[src/rtl/uart_receiver_if.sv]
// Bus-side bundle for uart_receiver: line input, control/divisor, and the
// received-word buffer with its status and read acknowledge.
interface uart_receiver_if;
  logic [31:0] Baud_Rate_Holding_Register;
  logic [15:0] Receiver_Control;
  logic        RX;
  logic        read_ack;
  logic [15:0] Receiver_Buffer_Register;
  logic [7:0]  Receiver_Status;

  modport master (
    output Baud_Rate_Holding_Register,
    output Receiver_Control,
    output RX,
    output read_ack,
    input  Receiver_Buffer_Register,
    input  Receiver_Status
  );

  modport slave (
    input  Baud_Rate_Holding_Register,
    input  Receiver_Control,
    input  RX,
    input  read_ack,
    output Receiver_Buffer_Register,
    output Receiver_Status
  );
endinterface

[src/rtl/uart_receiver.sv]
// 16x-oversampled UART receiver (5-9 data bits, 1/2 stop, parity under UART_RX_PARITY_EN); flags update on the edge after
// the last stop mid-sample. No backpressure: a frame finishing while data_ready is set is dropped and flagged as overrun.
module uart_receiver (
  input  logic           clk,
  input  logic           rst,
  uart_receiver_if.slave bus
);

`ifdef UART_RX_PARITY_EN
  typedef enum logic [2:0] {S_IDLE, S_START, S_DATA, S_PARITY, S_STOP1, S_STOP2} state_t;
`else
  typedef enum logic [2:0] {S_IDLE, S_START, S_DATA, S_STOP1, S_STOP2} state_t;
`endif

  state_t      state, state_nxt;
  logic        rx_meta, rxs, rxs_d;
  logic [31:0] div_m1, div_cnt;
  logic [3:0]  os_cnt, bit_cnt, nbits;
  logic [8:0]  shreg;
  logic        frm_pend;
  logic        en, two_stop, fall, tick, sample, complete, frm_now;
  logic [15:0] rbr;
  logic        data_ready, framing_error, overrun;
  logic        parity_err_out;

  assign en       = bus.Receiver_Control[0];
  assign two_stop = (bus.Receiver_Control[8:7] == 2'b10);
  assign nbits    = (bus.Receiver_Control[4:1] >= 4'd5 && bus.Receiver_Control[4:1] <= 4'd9)
                    ? bus.Receiver_Control[4:1] : 4'd8;
  assign div_m1   = (bus.Baud_Rate_Holding_Register == 32'd0) ? 32'd0
                    : bus.Baud_Rate_Holding_Register - 32'd1;

  assign fall   = rxs_d & ~rxs;
  assign tick   = (state != S_IDLE) && (div_cnt == div_m1);
  assign sample = tick && (os_cnt == 4'd7);

`ifdef UART_RX_PARITY_EN
  logic par_en, par_odd, par_acc, par_pend, parity_error;
  logic unused_ctrl;
  assign par_en      = bus.Receiver_Control[5];
  assign par_odd     = bus.Receiver_Control[6];
  assign unused_ctrl = ^bus.Receiver_Control[15:9];
`else
  logic unused_ctrl;
  assign unused_ctrl = ^{bus.Receiver_Control[15:9], bus.Receiver_Control[6:5]};
`endif

  always_ff @(posedge clk) begin
    if (rst) begin
      rx_meta <= 1'b1;
      rxs     <= 1'b1;
      rxs_d   <= 1'b1;
      state   <= S_IDLE;
    end else begin
      rx_meta <= bus.RX;
      rxs     <= rx_meta;
      rxs_d   <= rxs;
      state   <= state_nxt;
    end
  end

  always_comb begin
    state_nxt = state;
    complete  = 1'b0;
    frm_now   = frm_pend;
    case (state)
      S_IDLE:  if (en && fall) state_nxt = S_START;
      S_START: if (sample) state_nxt = rxs ? S_IDLE : S_DATA;
      S_DATA: begin
        if (sample && bit_cnt == nbits - 4'd1) begin
`ifdef UART_RX_PARITY_EN
          state_nxt = par_en ? S_PARITY : S_STOP1;
`else
          state_nxt = S_STOP1;
`endif
        end
      end
`ifdef UART_RX_PARITY_EN
      S_PARITY: if (sample) state_nxt = S_STOP1;
`endif
      S_STOP1: begin
        if (sample) begin
          if (!rxs) frm_now = 1'b1;
          if (two_stop) begin
            state_nxt = S_STOP2;
          end else begin
            complete  = 1'b1;
            state_nxt = S_IDLE;
          end
        end
      end
      S_STOP2: begin
        if (sample) begin
          if (!rxs) frm_now = 1'b1;
          complete  = 1'b1;
          state_nxt = S_IDLE;
        end
      end
      default: state_nxt = S_IDLE;
    endcase
    // Disabling mid-frame drops the frame without touching buffer or flags.
    if (!en && state != S_IDLE) begin
      state_nxt = S_IDLE;
      complete  = 1'b0;
    end
  end

  always_ff @(posedge clk) begin
    if (rst || state == S_IDLE) begin
      div_cnt <= 32'd0;
      os_cnt  <= 4'd0;
    end else if (tick) begin
      div_cnt <= 32'd0;
      os_cnt  <= os_cnt + 4'd1;
    end else begin
      div_cnt <= div_cnt + 32'd1;
    end
  end

  always_ff @(posedge clk) begin
    if (rst || state == S_IDLE) begin
      bit_cnt  <= 4'd0;
      shreg    <= 9'd0;
      frm_pend <= 1'b0;
    end else if (sample) begin
      if (state == S_DATA) begin
        shreg[bit_cnt] <= rxs;
        bit_cnt        <= bit_cnt + 4'd1;
      end
      if ((state == S_STOP1 || state == S_STOP2) && !rxs) frm_pend <= 1'b1;
    end
  end

`ifdef UART_RX_PARITY_EN
  always_ff @(posedge clk) begin
    if (rst || state == S_IDLE) begin
      par_acc  <= 1'b0;
      par_pend <= 1'b0;
    end else if (sample) begin
      if (state == S_DATA) par_acc <= par_acc ^ rxs;
      if (state == S_PARITY && ((par_acc ^ rxs) != par_odd)) par_pend <= 1'b1;
    end
  end

  always_ff @(posedge clk) begin
    if (rst) begin
      parity_error <= 1'b0;
    end else if (complete && (!data_ready || bus.read_ack)) begin
      parity_error <= par_pend;
    end else if (bus.read_ack) begin
      parity_error <= 1'b0;
    end
  end
  assign parity_err_out = parity_error;
`else
  assign parity_err_out = 1'b0;
`endif

  // Completion beats a same-cycle read_ack: the new word lands and overrun clears.
  always_ff @(posedge clk) begin
    if (rst) begin
      rbr           <= 16'h0000;
      data_ready    <= 1'b0;
      framing_error <= 1'b0;
      overrun       <= 1'b0;
    end else if (complete) begin
      if (!data_ready || bus.read_ack) begin
        rbr           <= {7'd0, shreg};
        data_ready    <= 1'b1;
        framing_error <= frm_now;
        overrun       <= 1'b0;
      end else begin
        overrun <= 1'b1;
      end
    end else if (bus.read_ack) begin
      data_ready    <= 1'b0;
      framing_error <= 1'b0;
      overrun       <= 1'b0;
    end
  end

  assign bus.Receiver_Buffer_Register = rbr;
  assign bus.Receiver_Status = {3'b000, (state != S_IDLE), overrun, framing_error,
                                parity_err_out, data_ready};

endmodule
[src/flat_wrapper.sv]
// flat-port wrapper written by rule: the top's interface ports become plain ports
module uart_receiver_flat 
  (clk, rst, bus_Baud_Rate_Holding_Register, bus_Receiver_Control, bus_RX, bus_read_ack, bus_Receiver_Buffer_Register, bus_Receiver_Status);
  uart_receiver_if bus_i ();
  input  logic clk;
  input  logic rst;
  input wire logic [$bits(bus_i.Baud_Rate_Holding_Register)-1:0] bus_Baud_Rate_Holding_Register;
  input wire logic [$bits(bus_i.Receiver_Control)-1:0] bus_Receiver_Control;
  input wire logic [$bits(bus_i.RX)-1:0] bus_RX;
  input wire logic [$bits(bus_i.read_ack)-1:0] bus_read_ack;
  output wire logic [$bits(bus_i.Receiver_Buffer_Register)-1:0] bus_Receiver_Buffer_Register;
  output wire logic [$bits(bus_i.Receiver_Status)-1:0] bus_Receiver_Status;
  assign bus_i.Baud_Rate_Holding_Register = bus_Baud_Rate_Holding_Register;
  assign bus_i.Receiver_Control = bus_Receiver_Control;
  assign bus_i.RX = bus_RX;
  assign bus_i.read_ack = bus_read_ack;
  assign bus_Receiver_Buffer_Register = bus_i.Receiver_Buffer_Register;
  assign bus_Receiver_Status = bus_i.Receiver_Status;
  uart_receiver u_core (.clk(clk), .rst(rst), .bus(bus_i));
endmodule
[config.mk]
export PLATFORM = sky130hd
export DESIGN_NAME = uart_receiver_flat
export DESIGN_NICKNAME = d
export VERILOG_FILES = /design/src/rtl/uart_receiver_if.sv /design/src/rtl/uart_receiver.sv /design/src/flat_wrapper.sv
export SDC_FILE = /design/constraint.sdc
export NUM_CORES = 1
export LEC_CHECK = 0
export ABC_CLOCK_PERIOD_IN_PS = 6620
export BUFFER_PORTS_ARGS = -buffer_cell sky130_fd_sc_hd__buf_2
export CAP_MARGIN = 40
export CORE_UTILIZATION = 40
export DETAILED_ROUTE_END_ITERATION = 8
export PLACE_DENSITY = 0.59
export SYNTH_ARGS = -nofsm -noshare
export SYNTH_HDL_FRONTEND = slang
export SYNTH_SLANG_ARGS = --single-unit
[constraint.sdc]
create_clock -name clk -period 6.62 [get_ports clk]
set_clock_uncertainty 0.2 [all_clocks]
set_input_delay 0.331 -clock clk [delete_from_list [all_inputs] [get_ports clk]]
set_output_delay 0.331 -clock clk [all_outputs]
set_load 0.01 [all_outputs]
==> flow_metrics.py, run 1 <==
metrics = {
    "cells_and_area": {
        "n_antenna_cell": 0,
        "area_delta_synth_final_pct": 13.0,
        "final_nets": 728,
        "final_util_pct": 47.2,
        "fin_area_um2": 5510,
        "drive_above_1_share_pct": 16.6,
        "instances_no_fill": 816,
    },
    "sta": {
        "setup_violations": 0,
        "slew_headroom_pct": 38.4,
        "rsz0062_at_grt": "no",
        "layout_setup_ws_ps": 1800,
        "drv_slew": 0,
        "fin_tns_setup_ps": 0,
        "fin_crit_ps": 4820,
        "post-route-period-util_pct": 72.8,
        "fmax_mhz": 207,
        "hold_viol": 0,
        "worstMarginPinSlew_ps": 915,
    },
    "placed_design": {
        "numPlacedInstances": 799,
        "gp_congestion": 0.904,
        "place_area_um2": 5150,
        "hpwl_um": 8970,
        "place_ws_ps": 1500,
        "portBuffers": 55,
    },
    "setup_path": {
        "r2r_cells": 10,
        "crit_start": "bus_Baud_Rate_Holding_Register[0]",
        "r2r-end": "u_core.shreg[6]",
        "crit_path_end_kind": "flip-flop",
        "worst-setup-path-type": "input port to flip-flop",
        "path_depth": 15,
        "worstPathRequired_ps": 6670,
        "path_cells": "buf_2 > inv_1 > ha_1 > nor4b_1 > nand4_1 > buf_4 > or3_1 > nor3_1 > a211oi_1 > or3_1 > or4_1 > nor4_4 > buf_4 > nand4_1 > a21oi_1",
        "critPathSlowestCell": "nor4_4",
        "start_kind": "input port",
        "rr_startpoint": "u_core.div_cnt[2]",
        "cp.arrival_ps": 4870,
        "r2r_slack_ps": 3010,
        "crit_family": "simple AND/OR/NAND/NOR gates",
        "crit_fanout": 34,
        "slowest_delay_ps": 700,
        "critical_path.endpoint": "u_core.shreg[6]",
        "crit_buf_inv": 4,
    },
    "logic_synthesis": {
        "synth.distinct_cells": 63,
        "syn_avg_cell_area_um2": 7.71,
        "synth-simple-area-share_pct": 30.9,
        "synth_top_cell_by_area": "dfxtp_1",
        "synth_seq_cells": 68,
        "synth_edf_count": 0,
        "synth_top_area_share_pct": 27.9,
        "syn-cell-area_um2": 4870,
        "yosysWarnings": 0,
        "async_reset_ff_share_pct": 0,
        "yosysSeqAreaShare_pct": 27.9,
        "synth_fa_ha_area_share_pct": 2.05,
        "synth_compound_area_share_pct": 15.8,
        "synth_top_family_by_area": "simple AND/OR/NAND/NOR gates",
        "synth-main-ff-cell": "dfxtp_1",
        "synth_xor_area_share_pct": 13.9,
        "synth_mux_area_share_pct": 1.49,
        "syn_inst": 632,
        "synth_area_leaders": "dfxtp_1 (28%), xnor2_1 (7.5%), nor2_1 (6.0%)",
    },
    "detailed_routing": {
        "via_count": 4567,
        "vias_per_cell": 5.60,
        "drc": 0,
        "wl_per_cell_um": 14.5,
        "routed_wl_um": 11800,
        "drt_iter0_drc": 297,
        "drt-pass1-iter-count": 7,
        "antenna_violating_nets_post_route": 0,
    },
    "global_routing": {
        "grt.total_usage_pct": 19.8,
        "grt_pass1_wl_um": 20200,
        "grt_max_degree": 35,
        "antenna_found_initial": 0,
        "overflow": 0,
        "grt_pass1_vias": 4175,
    },
    "die": {
        "start_util_pct": 41.8,
        "boundaryPins": 76,
        "die_y_um": 112,
        "row_count": 39,
        "die_w_um": 112,
        "die_area_um2": 12600,
        "fp.coreArea_um2": 11700,
    },
    "clock_network": {
        "post_cts_resized": 0,
        "cts_hold_buf": 1,
        "cts-root-buf": "clkbuf_16",
        "tritoncts": "yes",
        "ctsLongestPathBuffers": 2,
        "path_clk_slew_ps": 50,
        "cts_buffers": 9,
        "cts_setup_buffers": 0,
        "insertion_delay_ps": 330,
        "htree_levels": 3,
        "cts_num_sinks": 68,
    },
    "power": {
        "power_density_nw_per_um2": 191,
        "peakVddDrop_uv": 112,
        "total_leakage_power_nw": 1.88,
    },
    "outcome": {
        "status": "completed",
    },
    "worst_hold_path": {
        "hold_class": "input port to flip-flop",
        "hold_path.startpoint": "bus_read_ack",
    },
    "run": {
        "drv_cap": 0,
    },
}
## flip-flops by register name (all words and copies together) (netlist names), 3 cells and up
name / cells
u_core.shreg: 9
u_core.state: 3
u_core.div_cnt: 32
u_core.bus.Receiver_Buffer_Register: 9
u_core.bit_cnt: 4
u_core.os_cnt: 4
## power by group
part	total (mW)	internal, mW	leakage (nW)	switching, mW
Sequential	0.412	0.411	0.548	0.00174
Clock	0.557	0.388	0.173	0.169
Combinational	0.0820	0.0342	1.16	0.0478
## cell families after synthesis
family,after synthesis
xor gates and xnor gates,74
buffers and inverters,79
and+or+nand+nor,283
muxes,7
DFF,68
AOI/OAI and AO/OA,112
adders and majority gates,8
other,1
## through the flow
stage | hold slack, ps | power [mW]
5_1_grt | 76.1 | 1.09
6_report | 70.5 | 1.05
2_1_floorplan | 189 | 0.475
4_1_cts | 62.2 | 1.06
3_5_place_dp | 194 | 0.502
3_3_place_gp | 194 | 0.501
## tightest hold or removal path: cells and delay by family
| kind | cells | cell delay (ps) |
|---|---|---|
| compound gates | 1 | 90 |
| simple gates | 1 | 40 |
| buf+inv | 1 | 90 |
## metal layers
layer | vias to the layer above | track usage (%) | wire length (µm)
li1 | 2303 | - | -
met1 | 2148 | 27.3 | 5810
met2 | 108 | 31.2 | 5440
met3 | 8 | 4.37 | 521
met4 | 0 | 4.98 | 61
met5 | - | 0 | 0
## final cells by class
cell class	count	area, µm²
Fill cell	1168	6150
Clock buffer	12	256
Inverter	31	116
Tap cell	143	179
Clock inverter	4	95.1
Sequential cell	68	1360
Multi-Input combinational cell	495	3170
Timing Repair Buffer	63	333
## cells in the mapped netlist, types with 6 or more instances
library cell and number:
nor2_1 78, dfxtp_1 68, nand3_1 42, xnor2_1 42, a21oi_1 41, inv_1 30, xor2_1 30, nor3_1 28
nand2_1 26, nand4_1 24, clkbuf_1 20, buf_4 16, nor4_1 14, a21bo_2 11, o21ai_0 11, a31o_2 10
and3_1 10, buf_2 9, ha_1 8, or3_1 8, or4_1 8, nor2b_1 7, or2_2 7, a31oi_1 6
and4_1 6
## worst min path at each step
stage	depth (start not counted)	end	slack (ps)
6_report	3	u_core.overrun	70
5_1_grt	3	u_core.overrun	80
4_1_cts	3	u_core.overrun	60
3_5_place_dp	1	u_core.rxs	190
3_3_place_gp	1	u_core.rxs	190
2_1_floorplan	1	u_core.rxs	190
## cells in the final DEF (no fill, tap or decap), types with 14 or more instances in the layout
cell type   n
a21oi_1    41
nor2_1     78
dfxtp_1    68
nand3_1    42
nand2_1    26
nand4_1    24
nor3_1     28
inv_1      30
xor2_1     30
buf_2      57
xnor2_1    42
nor4_1     14
(Power assumes the default switching activity.)
==> run 2, diff against run 1 <==
--- a/config.mk
+++ b/config.mk
@@ -5,7 +5,7 @@
 export SDC_FILE = /design/constraint.sdc
 export NUM_CORES = 1
 export LEC_CHECK = 0
-export ABC_CLOCK_PERIOD_IN_PS = 6620
+export ABC_CLOCK_PERIOD_IN_PS = 4700
 export BUFFER_PORTS_ARGS = -buffer_cell sky130_fd_sc_hd__buf_2
 export CAP_MARGIN = 40
 export CORE_UTILIZATION = 40
==> constraint.sdc (replaced) <==
create_clock -name clk -period 4.7 [get_ports clk]
set_clock_uncertainty 0.2 [all_clocks]
set_input_delay 0.235 -clock clk [delete_from_list [all_inputs] [get_ports clk]]
set_output_delay 0.235 -clock clk [all_outputs]
set_load 0.01 [all_outputs]
==> run 2 against run 1 <==
Critical path depth rose by 1. Power rose by 37%. Flip-flop and latch count did not move. Register-to-register slack got worse by 1500 ps. Non-clock buffer count rose by 10. Clock-buffer cell count fell by 1. Die area did not move. Highest routed layer unchanged.
==> flow_metrics.py, run 2 (same netlist as run 1, synthesis figures left out) <==
metrics = {
    "outcome": {
        "status": "completed",
    },
    "setup_path": {
        "rr_startpoint": "u_core.div_cnt[2]",
        "r2r-end": "u_core.div_cnt[15]",
        "r2r_cells": 11,
        "critPathSlowestCell": "or4_1",
        "crit_buf_inv": 5,
        "crit_family": "simple AND/OR/NAND/NOR gates",
        "slowest_delay_ps": 590,
        "start_kind": "input port",
        "crit_fanout": 32,
        "cp_common_cell": "buf_12",
        "worst-setup-path-type": "input port to flip-flop",
        "r2r_slack_ps": 1470,
        "worstPathRequired_ps": 4710,
        "cp.arrival_ps": 4100,
        "crit_path_end_kind": "flip-flop",
        "path_cells": "buf_2 > inv_1 > ha_1 > nor4b_1 > buf_4 > and4_1 > and3_1 > a21oi_1 > o31ai_1 > nand4_1 > or4_1 > nor4_4 > buf_12 > or2_0 > buf_12 > nor2_1",
    },
    "cells_and_area": {
        "n_antenna_cell": 0,
        "seq_area_um2": 1360,
        "multiInputGateArea_um2": 3170,
        "final_nets": 738,
        "area_delta_synth_final_pct": 15.1,
        "instances_no_fill": 826,
        "largest_register_ffs": 32,
        "drive_above_1_share_pct": 17.6,
        "regMostFlops": "u_core.div_cnt",
        "final_common_cell": "nor2_1",
        "fillers": 1151,
        "final_cell_mix": "nor2_1 (78), dfxtp_1 (68), buf_2 (55)",
        "fin_area_um2": 5610,
    },
    "placed_design": {
        "place_area_um2": 5250,
        "portBuffers": 55,
        "numPlacedInstances": 807,
        "hpwl_um": 9290,
        "gp_congestion": 0.885,
    },
    "global_routing": {
        "overflow": 0,
        "grt_pass1_vias": 4119,
        "grt_pass1_wl_um": 20100,
        "grt_max_degree": 35,
        "grt.total_usage_pct": 19.7,
        "antenna_found_initial": 0,
    },
    "clock_network": {
        "cts_buffers": 9,
        "tritoncts": "yes",
        "insertion_delay_ps": 330,
        "htree_levels": 3,
        "cts-root-buf": "clkbuf_16",
        "cts_setup_buffers": 0,
        "cts_hold_buf": 3,
        "ctsLongestPathBuffers": 2,
        "path_clk_slew_ps": 60,
        "cts_num_sinks": 68,
        "post_cts_resized": 0,
    },
    "sta": {
        "fmax_mhz": 245,
        "fin_crit_ps": 4090,
        "setup_violations": 0,
        "fin_tns_setup_ps": 0,
        "hold_viol": 0,
        "slew_headroom_pct": 46.3,
        "post-route-period-util_pct": 87.0,
        "rsz0062_at_grt": "no",
        "worstMarginPinSlew_ps": 799,
        "drv_slew": 0,
    },
    "worst_hold_path": {
        "hold_class": "input port to flip-flop",
        "hold_end": "u_core.state[2]",
        "hold_depth": 4,
        "hold_path.startpoint": "bus_Receiver_Control[7]",
    },
    "detailed_routing": {
        "wl_per_cell_um": 15.0,
        "antenna_violating_nets_post_route": 0,
        "drt-pass1-iter-count": 5,
        "vias_per_cell": 5.64,
        "drt_iter0_drc": 358,
        "via_count": 4658,
        "drc": 0,
        "routed_wl_um": 12400,
    },
    "die": {
        "die_w_um": 112,
        "die_area_um2": 12600,
        "die_y_um": 112,
        "row_count": 39,
        "start_util_pct": 41.8,
        "boundaryPins": 76,
        "fp.coreArea_um2": 11700,
    },
    "power": {
        "peakVddDrop_uv": 136,
        "power_density_nw_per_um2": 256,
        "total_leakage_power_nw": 1.92,
    },
    "run": {
        "drv_cap": 0,
    },
}
-- run 2: how the worst max path moves through the flow --
stage | endpoint | depth (start not counted) | start | slack (ps)
floorplan | u_core.overrun | 13 | bus_Baud_Rate_Holding_Register[24] | 870
global placement | u_core.div_cnt[28] | 16 | bus_Baud_Rate_Holding_Register[0] | 320
detailed placement | u_core.div_cnt[15] | 16 | bus_Baud_Rate_Holding_Register[0] | 300
CTS | u_core.div_cnt[15] | 16 | bus_Baud_Rate_Holding_Register[0] | 620
global route | u_core.div_cnt[20] | 16 | bus_Baud_Rate_Holding_Register[0] | 340
finish | u_core.div_cnt[15] | 16 | bus_Baud_Rate_Holding_Register[0] | 610
-- run 2: through the flow --
| stage | setup WS (ps) | utilization, % | total power [mW] | hold WS, ps |
|---|---|---|---|---|
| after global routing | 341 | 48.1 | 1.49 | 116 |
| after CTS | 616 | 48.1 | 1.45 | 80.5 |
| after detailed placement | 302 | 45.0 | 0.710 | 196 |
| final | 613 | 48.1 | 1.44 | 92.3 |
| after global placement | 322 | 44.9 | 0.707 | 194 |
| after floorplan | 871 | - | 0.670 | 139 |
-- run 2: area by class of cell --
type                            instances  share of cell area (%)
Sequential cell                        68                    24.3
Clock inverter                          5                    1.52
Clock buffer                           11                    4.33
Tap cell                              143                    3.19
Inverter                               31                    2.07
Multi-Input combinational cell        495                    56.4
Timing Repair Buffer                   73                    8.18
-- run 2: report_power, final --
group	total [mW]	switching (mW)	internal, mW	leakage (nW)
Sequential	0.580	0.00258	0.578	0.548
Combinational	0.120	0.0693	0.0509	1.22
Clock	0.735	0.254	0.481	0.156
Total	1.44	0.326	1.11	1.92
-- run 2: routing by layer --
layer  vias to the layer above  share of wire (%)  track usage, %
met2                       114                 46            31.6
met1                      2203                 49            27.4
met4                         0               0.72            4.53
met3                         9                4.2            3.83
li1                       2332                  -               -
met5                         -                  0               0
-- run 2: tightest hold or removal path, stage by stage --
cell and delay (ps):
buf_2 70, o21ai_0 100, nand3_1 100, a211oi_1 60
==> run 3, diff against run 2 <==
--- a/config.mk
+++ b/config.mk
@@ -10,6 +10,8 @@
 export CAP_MARGIN = 40
 export CORE_UTILIZATION = 40
 export DETAILED_ROUTE_END_ITERATION = 8
+export GPL_TIMING_DRIVEN = 0
+export MAX_ROUTING_LAYER = met4
 export PLACE_DENSITY = 0.59
 export SYNTH_ARGS = -nofsm -noshare
 export SYNTH_HDL_FRONTEND = slang
==> run 3 against run 2 <==
Cell count rose by 3.5%. Critical path depth fell by 1. Sequential share of layout area is 0.40 points lower.
==> flow_metrics.py, run 3 (same netlist as run 1, synthesis figures left out) <==
metrics = {
    "die": {
        "die_y_um": 112,
        "fp.coreArea_um2": 11700,
        "die_area_um2": 12600,
        "start_util_pct": 41.8,
        "row_count": 39,
        "boundaryPins": 76,
        "die_w_um": 112,
    },
    "detailed_routing": {
        "vias_per_cell": 5.54,
        "drt-pass1-iter-count": 5,
        "routed_wl_um": 13000,
        "drc": 0,
        "antenna_violating_nets_post_route": 0,
        "via_count": 4739,
        "drt_iter0_drc": 356,
        "wl_per_cell_um": 15.2,
    },
    "global_routing": {
        "grt.total_usage_pct": 22.3,
        "grt_max_degree": 11,
        "grt_pass1_vias": 4536,
        "grt_pass1_wl_um": 22000,
        "overflow": 0,
        "antenna_found_initial": 0,
    },
    "sta": {
        "hold_viol": 0,
        "drv_slew": 0,
        "post-route-period-util_pct": 95.3,
        "fmax_mhz": 223,
        "fin_tns_setup_ps": 0,
        "worstMarginPinSlew_ps": 939,
        "slew_headroom_pct": 36.8,
        "fin_crit_ps": 4480,
        "setup_violations": 0,
        "rsz0062_at_grt": "no",
    },
    "placed_design": {
        "gp_congestion": 0.877,
        "hpwl_um": 10000,
        "portBuffers": 49,
        "numPlacedInstances": 837,
    },
    "cells_and_area": {
        "regMostFlops": "u_core.div_cnt",
        "final_nets": 768,
        "largest_register_ffs": 32,
        "area_delta_synth_final_pct": 17.0,
        "n_antenna_cell": 0,
        "fillers": 1176,
        "instances_no_fill": 855,
        "final_cell_mix": "nor2_1 (78), dfxtp_1 (68), buf_2 (58)",
        "final_common_cell": "nor2_1",
        "drive_above_1_share_pct": 18.0,
    },
    "clock_network": {
        "ctsLongestPathBuffers": 2,
        "insertion_delay_ps": 330,
        "cts_buffers": 9,
        "cts-root-buf": "clkbuf_16",
        "cts_num_sinks": 68,
        "tritoncts": "yes",
        "path_clk_slew_ps": 50,
        "htree_levels": 3,
    },
    "setup_path": {
        "crit_path_end_kind": "flip-flop",
        "worst-setup-path-type": "input port to flip-flop",
        "worstPathRequired_ps": 4720,
        "start_kind": "input port",
        "crit_fanout": 10,
        "cp.arrival_ps": 4500,
    },
    "power": {
        "power_density_nw_per_um2": 245,
        "power.total_mw": 1.40,
        "total_leakage_power_nw": 1.97,
        "peakVddDrop_uv": 165,
    },
    "worst_hold_path": {
        "hold_class": "input port to flip-flop",
    },
    "outcome": {
        "status": "completed",
    },
    "run": {
        "drv_cap": 0,
    },
}
run 3: cell types whose count changed in the layout (fill, tap and decap cells not counted), sizes merged:
cell	delta
clkbuf	+23
bufinv	-1
buf	+10
clkinvlp	-1
clkinv	-2
run 3: worst paths after layout:
kind / startpoint / to / slack (ps) / cells past startpoint
setup / recovery: bus_Baud_Rate_Holding_Register[0] / u_core.overrun / 220 / 15
hold / removal: bus_Receiver_Control[7] / u_core.state[2] / 100 / 4
hold reg to reg: u_core.rx_meta / u_core.rxs / 230 / 1
setup reg to reg: u_core.div_cnt[2] / u_core.overrun / 1250 / 11
run 3: critical path, cell delays in order:
cell and delay [ps]:
buf_2 140, inv_1 90, ha_1 250, nor4b_2 460, nand4_1 240, clkbuf_1 300
nor4_1 370, mux2i_1 420, nor2_1 130, a211oi_1 330, nand4_1 220, nor4_4 620
buf_2 380, a31oi_1 120, o21a_1 190
run 3: stage by stage:
stage                     util, %  hold WS (ps)  setup slack [ps]  cell area [µm²]
after global routing         48.9          86.9              30.5             5700
after detailed placement     45.9           200              -310             5360
after floorplan                 -           139               871             4910
after global placement       45.7           210              -277             5340
after CTS                    48.8          78.3              35.2             5690
final                        48.9           101               221             5700
run 3: timing repair:
item	CTS	global route
setup endpoints to repair	0	65
setup buffers	0	0
resized for setup	0	2
endpoints found under the hold margin	4	0
hold buffers	3	0
run 3: power by group:
group / internal, mW / total [mW] / switching [mW]
combinational: 0.0554 / 0.128 / 0.0731
clock: 0.451 / 0.688 / 0.236
sequential: 0.578 / 0.579 / 0.00114
run 3: cell type report:
class | count | area, µm² | share of cell area, %
Buffer | 48 | 267 | 4.67
Clock buffer | 14 | 274 | 4.80
Clock inverter | 1 | 30.0 | 0.526
Inverter | 31 | 116 | 2.04
Multi-Input combinational cell | 495 | 3180 | 55.7
Sequential cell | 68 | 1360 | 23.9
Tap cell | 143 | 179 | 3.14
Timing Repair Buffer | 55 | 298 | 5.22
run 3: layer usage:
metal	wire length (µm)	global-route usage [%]	part of all wire, %	up-vias
li1	-	-	-	2390
met1	6370	30.0	49	2241
met2	5940	34.7	46	99
met3	571	3.94	4.4	9
met4	106	5.69	0.82	0
met5	0	-	0	-
